===== src/rtl/uart_tx_engine_if.sv =====
// Handshake and serial-line bundle for uart_tx_engine.
// UART_TX_BREAK_EN adds the BREAK request line.
interface uart_tx_engine_if #(
    parameter int unsigned DATA_WIDTH = 8
);
    logic [DATA_WIDTH-1:0] P_DATA;
    logic                  Data_Valid;
    logic                  PAR_EN;
    logic                  PAR_TYP;
    logic                  STOP2;
    logic                  TX_OUT;
    logic                  busy;
    logic                  frame_done;
`ifdef UART_TX_BREAK_EN
    logic                  BREAK;
`endif

    modport master (
        output P_DATA, Data_Valid, PAR_EN, PAR_TYP, STOP2,
`ifdef UART_TX_BREAK_EN
        output BREAK,
`endif
        input  TX_OUT, busy, frame_done
    );

    modport slave (
        input  P_DATA, Data_Valid, PAR_EN, PAR_TYP, STOP2,
`ifdef UART_TX_BREAK_EN
        input  BREAK,
`endif
        output TX_OUT, busy, frame_done
    );
endinterface


===== src/rtl/uart_tx_engine.sv =====
// UART transmitter: frame sequencing, LSB-first serialisation and parity, one bit per CLK.
// Optional line-break generation is enabled with UART_TX_BREAK_EN.
module uart_tx_engine #(
    parameter int unsigned DATA_WIDTH = 8,
    parameter int unsigned CNT_WIDTH  = 4
) (
    input logic             CLK,
    input logic             RST,
    uart_tx_engine_if.slave bus
);

    // Encoding keeps the common path (idle->start->data->parity->stop) to single-bit steps.
    typedef enum logic [2:0] {
        StIdle   = 3'b000,
        StStart  = 3'b001,
        StData   = 3'b011,
        StParity = 3'b010,
        StStop1  = 3'b110,
`ifdef UART_TX_BREAK_EN
        StBrk    = 3'b100,
`endif
        StStop2  = 3'b111
    } state_e;

    localparam logic [CNT_WIDTH-1:0] CntLast = CNT_WIDTH'(DATA_WIDTH - 1);

    state_e                state_q, state_d;
    logic [CNT_WIDTH-1:0]  cnt_q, cnt_d;
    logic [DATA_WIDTH-1:0] data_q, data_d;
    logic                  par_en_q, par_en_d;
    logic                  par_typ_q, par_typ_d;
    logic                  stop2_q, stop2_d;
`ifdef UART_TX_BREAK_EN
    logic                  brk_q, brk_d;
`endif
    logic                  final_cycle;
    logic                  accept;
    logic                  data_bit;
    logic                  tx;

    always_comb begin
        final_cycle = (state_q == StStop2) || ((state_q == StStop1) && !stop2_q);
`ifdef UART_TX_BREAK_EN
        // The stop cycle that closes a break is not a frame end.
        if (brk_q) final_cycle = 1'b0;
`endif
    end

    always_comb begin
        state_d   = state_q;
        cnt_d     = cnt_q;
        data_d    = data_q;
        par_en_d  = par_en_q;
        par_typ_d = par_typ_q;
        stop2_d   = stop2_q;
`ifdef UART_TX_BREAK_EN
        brk_d     = brk_q;
`endif
        accept    = 1'b0;

        case (state_q)
            StIdle: begin
`ifdef UART_TX_BREAK_EN
                if (bus.BREAK) begin
                    state_d = StBrk;
                    brk_d   = 1'b1;
                    stop2_d = 1'b0;
                end else
`endif
                if (bus.Data_Valid) accept = 1'b1;
            end
            StStart: state_d = StData;
            StData: begin
                if (cnt_q == CntLast) begin
                    cnt_d   = '0;
                    state_d = par_en_q ? StParity : StStop1;
                end else begin
                    cnt_d = cnt_q + 1'b1;
                end
            end
            StParity: state_d = StStop1;
            StStop1: begin
                if (stop2_q) state_d = StStop2;
`ifdef UART_TX_BREAK_EN
                else if (brk_q) begin
                    state_d = StIdle;
                    brk_d   = 1'b0;
                end
`endif
            end
            StStop2: ;
`ifdef UART_TX_BREAK_EN
            StBrk: if (!bus.BREAK) state_d = StStop1;
`endif
            default: begin
                state_d = StIdle;
                cnt_d   = '0;
            end
        endcase

        if (final_cycle) begin
            if (bus.Data_Valid) accept = 1'b1;
            else state_d = StIdle;
        end

        if (accept) begin
            state_d   = StStart;
            cnt_d     = '0;
            data_d    = bus.P_DATA;
            par_en_d  = bus.PAR_EN;
            par_typ_d = bus.PAR_TYP;
            stop2_d   = bus.STOP2;
        end
    end

    always_ff @(posedge CLK or negedge RST) begin
        if (!RST) begin
            state_q   <= StIdle;
            cnt_q     <= '0;
            data_q    <= '0;
            par_en_q  <= 1'b0;
            par_typ_q <= 1'b0;
            stop2_q   <= 1'b0;
`ifdef UART_TX_BREAK_EN
            brk_q     <= 1'b0;
`endif
        end else begin
            state_q   <= state_d;
            cnt_q     <= cnt_d;
            data_q    <= data_d;
            par_en_q  <= par_en_d;
            par_typ_q <= par_typ_d;
            stop2_q   <= stop2_d;
`ifdef UART_TX_BREAK_EN
            brk_q     <= brk_d;
`endif
        end
    end

    always_comb begin
        data_bit = 1'b0;
        for (int i = 0; i < int'(DATA_WIDTH); i++) begin
            if (cnt_q == CNT_WIDTH'(i)) data_bit = data_q[i];
        end
    end

    always_comb begin
        tx = 1'b1;
        case (state_q)
            StStart:  tx = 1'b0;
            StData:   tx = data_bit;
            StParity: tx = (^data_q) ^ par_typ_q;
`ifdef UART_TX_BREAK_EN
            StBrk:    tx = 1'b0;
`endif
            default:  tx = 1'b1;
        endcase
    end

    assign bus.TX_OUT     = tx;
    assign bus.busy       = (state_q != StIdle);
    assign bus.frame_done = final_cycle;

endmodule


===== src/flat_wrapper.sv =====
// flat-port wrapper written by rule: the top's interface ports become plain ports
module uart_tx_engine_flat 
#(
    parameter int unsigned DATA_WIDTH = 8,
    parameter int unsigned CNT_WIDTH  = 4
)
  (CLK, RST, bus_P_DATA, bus_Data_Valid, bus_PAR_EN, bus_PAR_TYP, bus_STOP2, bus_TX_OUT, bus_busy, bus_frame_done);
  uart_tx_engine_if #(.DATA_WIDTH(DATA_WIDTH)) bus_i ();
  input logic CLK;
  input logic RST;
  input wire logic [$bits(bus_i.P_DATA)-1:0] bus_P_DATA;
  input wire logic [$bits(bus_i.Data_Valid)-1:0] bus_Data_Valid;
  input wire logic [$bits(bus_i.PAR_EN)-1:0] bus_PAR_EN;
  input wire logic [$bits(bus_i.PAR_TYP)-1:0] bus_PAR_TYP;
  input wire logic [$bits(bus_i.STOP2)-1:0] bus_STOP2;
  output wire logic [$bits(bus_i.TX_OUT)-1:0] bus_TX_OUT;
  output wire logic [$bits(bus_i.busy)-1:0] bus_busy;
  output wire logic [$bits(bus_i.frame_done)-1:0] bus_frame_done;
  assign bus_i.P_DATA = bus_P_DATA;
  assign bus_i.Data_Valid = bus_Data_Valid;
  assign bus_i.PAR_EN = bus_PAR_EN;
  assign bus_i.PAR_TYP = bus_PAR_TYP;
  assign bus_i.STOP2 = bus_STOP2;
  assign bus_TX_OUT = bus_i.TX_OUT;
  assign bus_busy = bus_i.busy;
  assign bus_frame_done = bus_i.frame_done;
  uart_tx_engine #(.DATA_WIDTH(DATA_WIDTH), .CNT_WIDTH(CNT_WIDTH)) u_core (.CLK(CLK), .RST(RST), .bus(bus_i));
endmodule

===== config.mk =====
export PLATFORM = sky130hd
export DESIGN_NAME = uart_tx_engine_flat
export DESIGN_NICKNAME = d
export VERILOG_FILES = /design/src/rtl/uart_tx_engine_if.sv /design/src/rtl/uart_tx_engine.sv /design/src/flat_wrapper.sv
export SDC_FILE = /design/constraint.sdc
export NUM_CORES = 1
export LEC_CHECK = 0
export ABC_CLOCK_PERIOD_IN_PS = 1900
export CAP_MARGIN = 20
export CORE_MARGIN = 4
export CORE_UTILIZATION = 35
export DETAILED_ROUTE_END_ITERATION = 6
export MAX_ROUTING_LAYER = met4
export PLACE_DENSITY_LB_ADDON = 0.15
export SLEW_MARGIN = 20
export SYNTH_ARGS = -nofsm -noshare
export SYNTH_HDL_FRONTEND = slang
export SYNTH_SLANG_ARGS = --single-unit

===== constraint.sdc =====
create_clock -name CLK -period 1.9 [get_ports CLK]
set_input_delay 0.19 -clock CLK [delete_from_list [all_inputs] [get_ports CLK]]
set_output_delay 0.19 -clock CLK [all_outputs]
set_load 0.005 [all_outputs]

==> metrics.md, run 1 <==
| Metric | Value |
|---|---|
| Global-route wire length before repair | `around 4 mm` |
| Layout Utilization | `0.492` |
| Status | `complete, but fails checks` |
| Hold slack | `207 ps` |
| Ys Warns | `0` |
| Vias in the first global route | `933` |
| Clk Latency, worst-skew pair | `between 200 and 300 ps` |
| Top post-synthesis cells by area | `dfrtp_1 (41%), mux2_4 (8.1%), mux2_2 (5.1%), ha_1 (4.5%), a21oi_1 (4.1%)` |
| Die area | `4130 µm²` |
| Final Hold Fails | `0` |
| Top-count cell post-synth | `dfrtp_1` |
| Global Route met2 Usage | `0.195` |
| CP required | `1710 ps` |
| Total gr overflow | `0` |
| Clock root cell | `clkbuf_4` |
| Setup TNS | `-179 ps` |
| Cell family with the largest share of critical-path delay | `XOR/XNOR gates` |
| Clk sink count | `18` |
| IO buf count | `16` |
| Setup WS post-layout | `-179 ps` |
| CP Class | `flip-flop to primary output` |
| Crit share post-route | `1.09` |
| Slowest cell on the critical path | `xnor3_1` |
| Slowest stage delay, CP | `450 ps` |
| Synth area leader | `dfrtp_1` |
| Slew Limit Fails | `0` |
| Mapped Area | `roughly 1100 µm²` |
| Met1 GRT Util | `0.157` |
| Layout cells sized above 1 | `0.317` |
| Proportion of netlist area held by the largest area contributor | `0.406` |
| CP bufs+invs | `1` |
| Sequential area share after synthesis | `0.406` |
| Gr busiest metal | `met2` |
| Relative slew slack | `0.786` |
| Multi-input logic area | `594 µm²` |
| Post-synthesis async set-or-reset flop share | `1.00` |
| Core footprint | `3050 µm²` |
| # IOs | `17` |
| Clk buf depth | `2` |
| WL/cell | `between 10 and 15 µm` |
| Synth unique cells | `36` |
| Pwr dens | `~1700 nW/µm²` |
| Arrival time worst endpoint | `1890 ps` |
| DRC violations left | `0` |
| Syn_area_per_cell | `~10 µm²` |
| Worst r2r dst | `u_core.data_q[2]` |
| Worst slew pin tran | `318 ps` |
| Worst Skew | `between 1.5 and 2 ps` |
| Synth Register Bits | `18` |
| Worst setup EP type | `primary output` |
| Initial DRT Pass Iterations | `4` |
| Std cell rows | `20` |
| Reg clk slew, reported paths | `110 ps` |
| H-tree depth | `1` |
| Max Cap Viol | `0` |
| R2R Path Start | `u_core.state_q[1]` |
| Maximum VDD drop | `0.821 mV` |
| Setup-failing EPs final | `1` |
| Vias | `883` |
| Initial DRC Count | `13` |
| Post-synthesis instance total | `107` |
| Reg2Reg Depth | `5` |
| Antenna violations before repair | `0` |
| Total GRT Usage | `0.125` |
| Crit-path max FO | `2` |
| Vias per cell | `4.67` |
| Antenna diode count | `0` |
| CTS tree | `built` |
| Fillers | `319` |
| Lkg Pwr | `0.000670 µW` |
| Met3 Use GR | `0.0281` |
| Layout area overhead | `35.6%` |
| Ys flop type | `dfrtp_1` |
| Die height | `64.3 µm` |
| Final ANT Viol Nets | `0` |
| Largest net degree at the start of global routing | `19` |
| Worst Hold Class | `input pin to asynchronous set/reset pin` |
| RSZ-0062 raised after global routing | `true` |
| Total routed wirelength | `2.28 mm` |
| Gp weighted congestion | `~0.76` |
| Number of flops mapped to enable cells by yosys | `0` |
| Nets | `164` |
| FF-to-FF setup slack | `180 ps` |
| Syn Nets | `125` |
| Post-synth top cells | `dfrtp_1 (18), nor2_1 (10), a21oi_1 (9)` |
| Worst-path cell chain | `xnor2_1 > xnor3_1 > xnor2_2 > a21oi_1 > a211o_1 > buf_2` |
| Worst setup SP type | `flip-flop` |
| DIE WIDTH | `roughly 64 µm` |
| Initial Util | `0.363` |
| Number of CTS-inserted buffers | `3` |
| DPL Wire Length | `1.72 mm` |
| Register area | `450 µm²` |
| FMAX | `0.481 GHz` |
| Final min period | `2080 ps` |
| Failing checks | `setup timing` |
## layout make-up
cell class,count,area share
Inverter,5,0.0125
Tap cell,44,0.0366
Timing Repair Buffer,40,0.231
Clock buffer,4,0.0241
Sequential cell,18,0.300
Multi-Input combinational cell,78,0.396
## how the worst max path moves through the flow
stage / start / endpoint / slack (ps) / depth (start not counted)
after floorplan: u_core.state_q[1] / u_core.data_q[0] / 180 / 7
after global placement: u_core.data_q[2] / bus_TX_OUT / -200 / 6
after detailed placement: u_core.data_q[2] / bus_TX_OUT / -220 / 6
after CTS: u_core.data_q[7] / bus_TX_OUT / -210 / 6
after global routing: u_core.cnt_q[1] / bus_TX_OUT / -300 / 7
final: u_core.data_q[4] / bus_TX_OUT / -180 / 6
## power by group
group          internal (µW)  total [µW]  leakage, µW  switching, µW
combinational           1020        1650     0.000430            638
clock                    117         242    0.0000210            126
sequential               563         710     0.000219            147
## per-stage QoR
step / area (µm²) / setup WS (ps) / power, µW / cells
2_1_floorplan: 1110 / 184 / 1770 / 107
3_3_place_gp: 1450 / -197 / 2290 / 183
3_5_place_dp: 1450 / -220 / 2310 / 183
4_1_cts: 1490 / -207 / 2560 / 189
5_1_grt: 1500 / -297 / 2840 / 189
6_report: 1500 / -179 / 2610 / 189
## per-layer routing
layer	wire length [µm]	vias up
li1	-	450
met1	1110	415
met2	1060	14
met3	77	4
met4	29	0
met5	0	-
## sequential cells by signal, indices dropped and copies added, names as in the netlist
register,flops
u_core.cnt_q,4
u_core.par_en_q,1
u_core.par_typ_q,1
u_core.stop2_q,1
u_core.state_q,3
u_core.data_q,8
## kinds of logic (layout without fill, tap and decap cells)
family | Yosys count | after routing | synth area share
mux | 11 | 11 | 0.132
compound gates | 24 | 24 | 0.137
simple gates | 32 | 32 | 0.146
flops | 18 | 18 | 0.406
fa+ha+maj | 4 | 4 | 0.0451
xor+xnor | 7 | 7 | 0.0677
buf+inv | 11 | 49 | 0.0666
## cell usage in the layout (no fill, tap or decap), drive strengths merged, types with 2 or more instances in the layout
master / count
buf: 25
dfrtp: 18
clkdlybuf4s50: 15
mux2: 11
nor2: 10
a21oi: 9
nand2: 7
inv: 5
xnor2: 4
o21ai: 4
ha: 4
clkbuf: 4
nand3: 3
nor3: 3
a31o: 2
and2: 2
xor2: 2
o22ai: 2
## what timing repair did
item	4_1_cts	5_1_grt
pin swaps	5	1
hold buffers	0	0
gates resized for setup	4	2
buffers inserted	2	0
setup endpoints to repair	1	1
Note: power is estimated with default switching activity, not from simulation.
==> inputs of run 2 (changes only) <==
--- a/config.mk
+++ b/config.mk
@@ -10,6 +10,8 @@
 export CORE_MARGIN = 4
 export CORE_UTILIZATION = 35
 export DETAILED_ROUTE_END_ITERATION = 6
+export GPL_ROUTABILITY_DRIVEN = 0
+export HOLD_SLACK_MARGIN = 0.08
 export MAX_ROUTING_LAYER = met4
 export PLACE_DENSITY_LB_ADDON = 0.15
 export SLEW_MARGIN = 20
==> results of run 2 <==
Same layout as run 1: the final DEF is identical, and so are final timing and power.
==> inputs of run 3 (changes only) <==
--- a/config.mk
+++ b/config.mk
@@ -8,7 +8,8 @@
 export ABC_CLOCK_PERIOD_IN_PS = 1900
 export CAP_MARGIN = 20
 export CORE_MARGIN = 4
-export CORE_UTILIZATION = 35
+export CORE_UTILIZATION = 55
+export CTS_BUF_LIST = sky130_fd_sc_hd__clkbuf_2
 export DETAILED_ROUTE_END_ITERATION = 6
 export GPL_ROUTABILITY_DRIVEN = 0
 export HOLD_SLACK_MARGIN = 0.08
==> metrics.md, run 3 (synthesis results as in run 1) <==
| Metric | Value |
|---|---|
| Worst Hold Class | `input pin to asynchronous set/reset pin` |
| Vias in the first global route | `1023 (+9.6%)` |
| Register area | `450 µm² (unchanged)` |
| Clock root cell | `clkbuf_2` |
| Global-route wire length before repair | `4.25 mm (+6.6%)` |
| Total gr overflow | `0 (unchanged)` |
| Layout cells sized above 1 | `0.322 (+0.00444)` |
| Lkg Pwr | `0.000654 µW (-2.4%)` |
| Final std cells w/o fill | `168 (-11%)` |
| Initial Util | `0.609 (+0.246)` |
| H-tree depth | `1 (unchanged)` |
| # IOs | `17 (unchanged)` |
| Hold slack | `194 ps (-12.4 ps)` |
| Antenna diode count | `0 (unchanged)` |
| DPL Wire Length | `1.80 mm (+4.5%)` |
| Failing checks | `setup timing` |
| Total routed wirelength | `2.51 mm (+10%)` |
| WL/cell | `15.0 µm (+24%)` |
| DIE WIDTH | `52.9 µm (-18%)` |
| Layout area overhead | `31.6%` |
| Multi-input logic area | `599 µm² (+0.84%)` |
| Clk sink count | `18 (unchanged)` |
| Clk buf depth | `2 (unchanged)` |
| Initial DRT Pass Iterations | `4 (unchanged)` |
| Largest net degree at the start of global routing | `19 (unchanged)` |
| Pwr dens | `1740 nW/µm² (+0.12%)` |
| Max Cap Viol | `0 (unchanged)` |
| Number of CTS-inserted buffers | `3 (unchanged)` |
| Commonest non-fill, non-tap cell in the layout | `buf_4` |
| Die area | `2800 µm² (-32%)` |
| Max reg flops | `8 (unchanged)` |
| Final ANT Viol Nets | `0 (unchanged)` |
| Regs by FF count | `u_core.data_q x8, u_core.cnt_q x4, u_core.state_q x3` |
| Arrival time worst endpoint | `1910 ps (+20 ps)` |
| Worst Skew | `4.10 ps (+2.21 ps)` |
| Nets | `163 (-0.61%)` |
| Antenna violations before repair | `0 (unchanged)` |
| Fillers | `131 (-59%)` |
| Initial DRC Count | `31 (+18)` |
| Setup WS post-layout | `-204 ps (-25.1 ps)` |
| Slew Limit Fails | `0 (unchanged)` |
| Final Hold Fails | `0 (unchanged)` |
| DRC violations left | `0 (unchanged)` |
| Setup-failing EPs final | `1 (unchanged)` |
| CP required | `1710 ps (about the same)` |
| CTS tree | `built` |
| Commonest cells after routing, fill and taps aside | `buf_4 (21), dfrtp_1 (18), clkdlybuf4s50_1 (15)` |
| Clk Latency, worst-skew pair | `300 ps (about the same)` |
| Worst setup EP type | `primary output` |
| Pre-CTS setup slack | `-236 ps (-15.5 ps)` |
| Vias per cell | `5.58 (+19%)` |
| Vias | `937 (+6.1%)` |
| Relative slew slack | `0.831 (+0.0443)` |
| Final min period | `2100 ps (+25.1 ps)` |
| Reg clk slew, reported paths | `170 ps (+60 ps)` |
| Core footprint | `1820 µm² (-40%)` |
| IO buf count | `16 (unchanged)` |
| Worst slew pin tran | `250 ps (-67.7 ps)` |
| FMAX | `0.475 GHz (-1.2%)` |
| Total GRT Usage | `0.208 (+0.0836)` |
| RSZ-0062 raised after global routing | `true` |
| Pwr Total | `2530 µW (-2.8%)` |
| Crit share post-route | `1.11 (+0.0132)` |
| Crit-path max FO | `2 (unchanged)` |
| Status | `complete, but fails checks` |
| Inst Count DP | `162 (-11%)` |
| CP Class | `flip-flop to primary output` |
| Die height | `52.9 µm (-18%)` |
| Std cell rows | `15 (-25%)` |
| Maximum VDD drop | `1.39 mV (+70%)` |
| Worst setup SP type | `flip-flop` |
| Most flop-heavy register | `u_core.data_q` |
| Post-CTS Hold Fix Bufs | `0 (unchanged)` |
==> run 3: changes by cell type in the layout (fill, tap and decap cells not counted), sizes merged <==
cell,before,now
buf,25,24
clkbuf,4,3
==> run 3: final cells by class <==
| cell class | count | area share |
|---|---|---|
| repair buffers | 39 | 0.236 |
| multi-input cells | 78 | 0.411 |
| inverters | 5 | 0.0129 |
| well taps | 25 | 0.0214 |
| flip-flops and latches | 18 | 0.309 |
| clock buffers | 3 | 0.0103 |
==> run 3: worst paths after layout <==
| check | start | end | slack [ps] | cells past startpoint |
|---|---|---|---|---|
| setup / recovery | u_core.data_q[2] | bus_TX_OUT | -200 | 6 |
| hold / removal | RST | u_core.data_q[0] | 190 | 2 |
| setup reg to reg | u_core.cnt_q[1] | u_core.cnt_q[3] | 180 | 8 |
| hold reg to reg | u_core.par_en_q | u_core.par_en_q | 550 | 1 |
| max in group asynchronous | RST | u_core.state_q[2] | 1510 | 2 |
| min in group CLK | bus_P_DATA[6] | u_core.data_q[6] | 480 | 2 |
==> run 3: per-layer routing <==
layer | part of all wire | up-vias | wire (µm) | global-route usage
met2 | 0.50 | 36 | 1270 | 0.364
met3 | 0.047 | 4 | 119 | 0.0366
met1 | 0.43 | 448 | 1080 | 0.249
met4 | 0.018 | 0 | 44 | 0.0511
li1 | - | 449 | - | -
met5 | 0 | - | 0 | -
==> run 3: where the power goes <==
part | total, µW | leakage (µW) | switching (µW) | internal, µW
Clock | 161 | 0.0000125 | 118 | 43.1
Sequential | 692 | 0.000219 | 129 | 563
Combinational | 1680 | 0.000422 | 702 | 979
==> run 3: critical path, cell delays in order, from the launching register on <==
cell and delay, ps:
dfrtp_1 420, xor2_1 170, xnor3_1 430, xnor2_1 160
a21oi_1 80, a211o_1 220, buf_2 120
==> run 3: timing repair <==
item | in CTS | in global routing
pin swaps | 5 | 2
hold endpoints to repair | 0 | 0
resized for setup | 4 | 5
setup buffers | 2 | 1
endpoints found under the setup margin | 1 | 2
==> run 3: through the flow <==
step                      TNS (ps)  cell area (µm²)   util
after floorplan                  0             1110      -
after global placement        -175             1410  0.773
after detailed placement      -236             1410  0.773
after CTS                     -257             1430  0.787
after global routing          -344             1460  0.801
final                         -204             1460  0.801
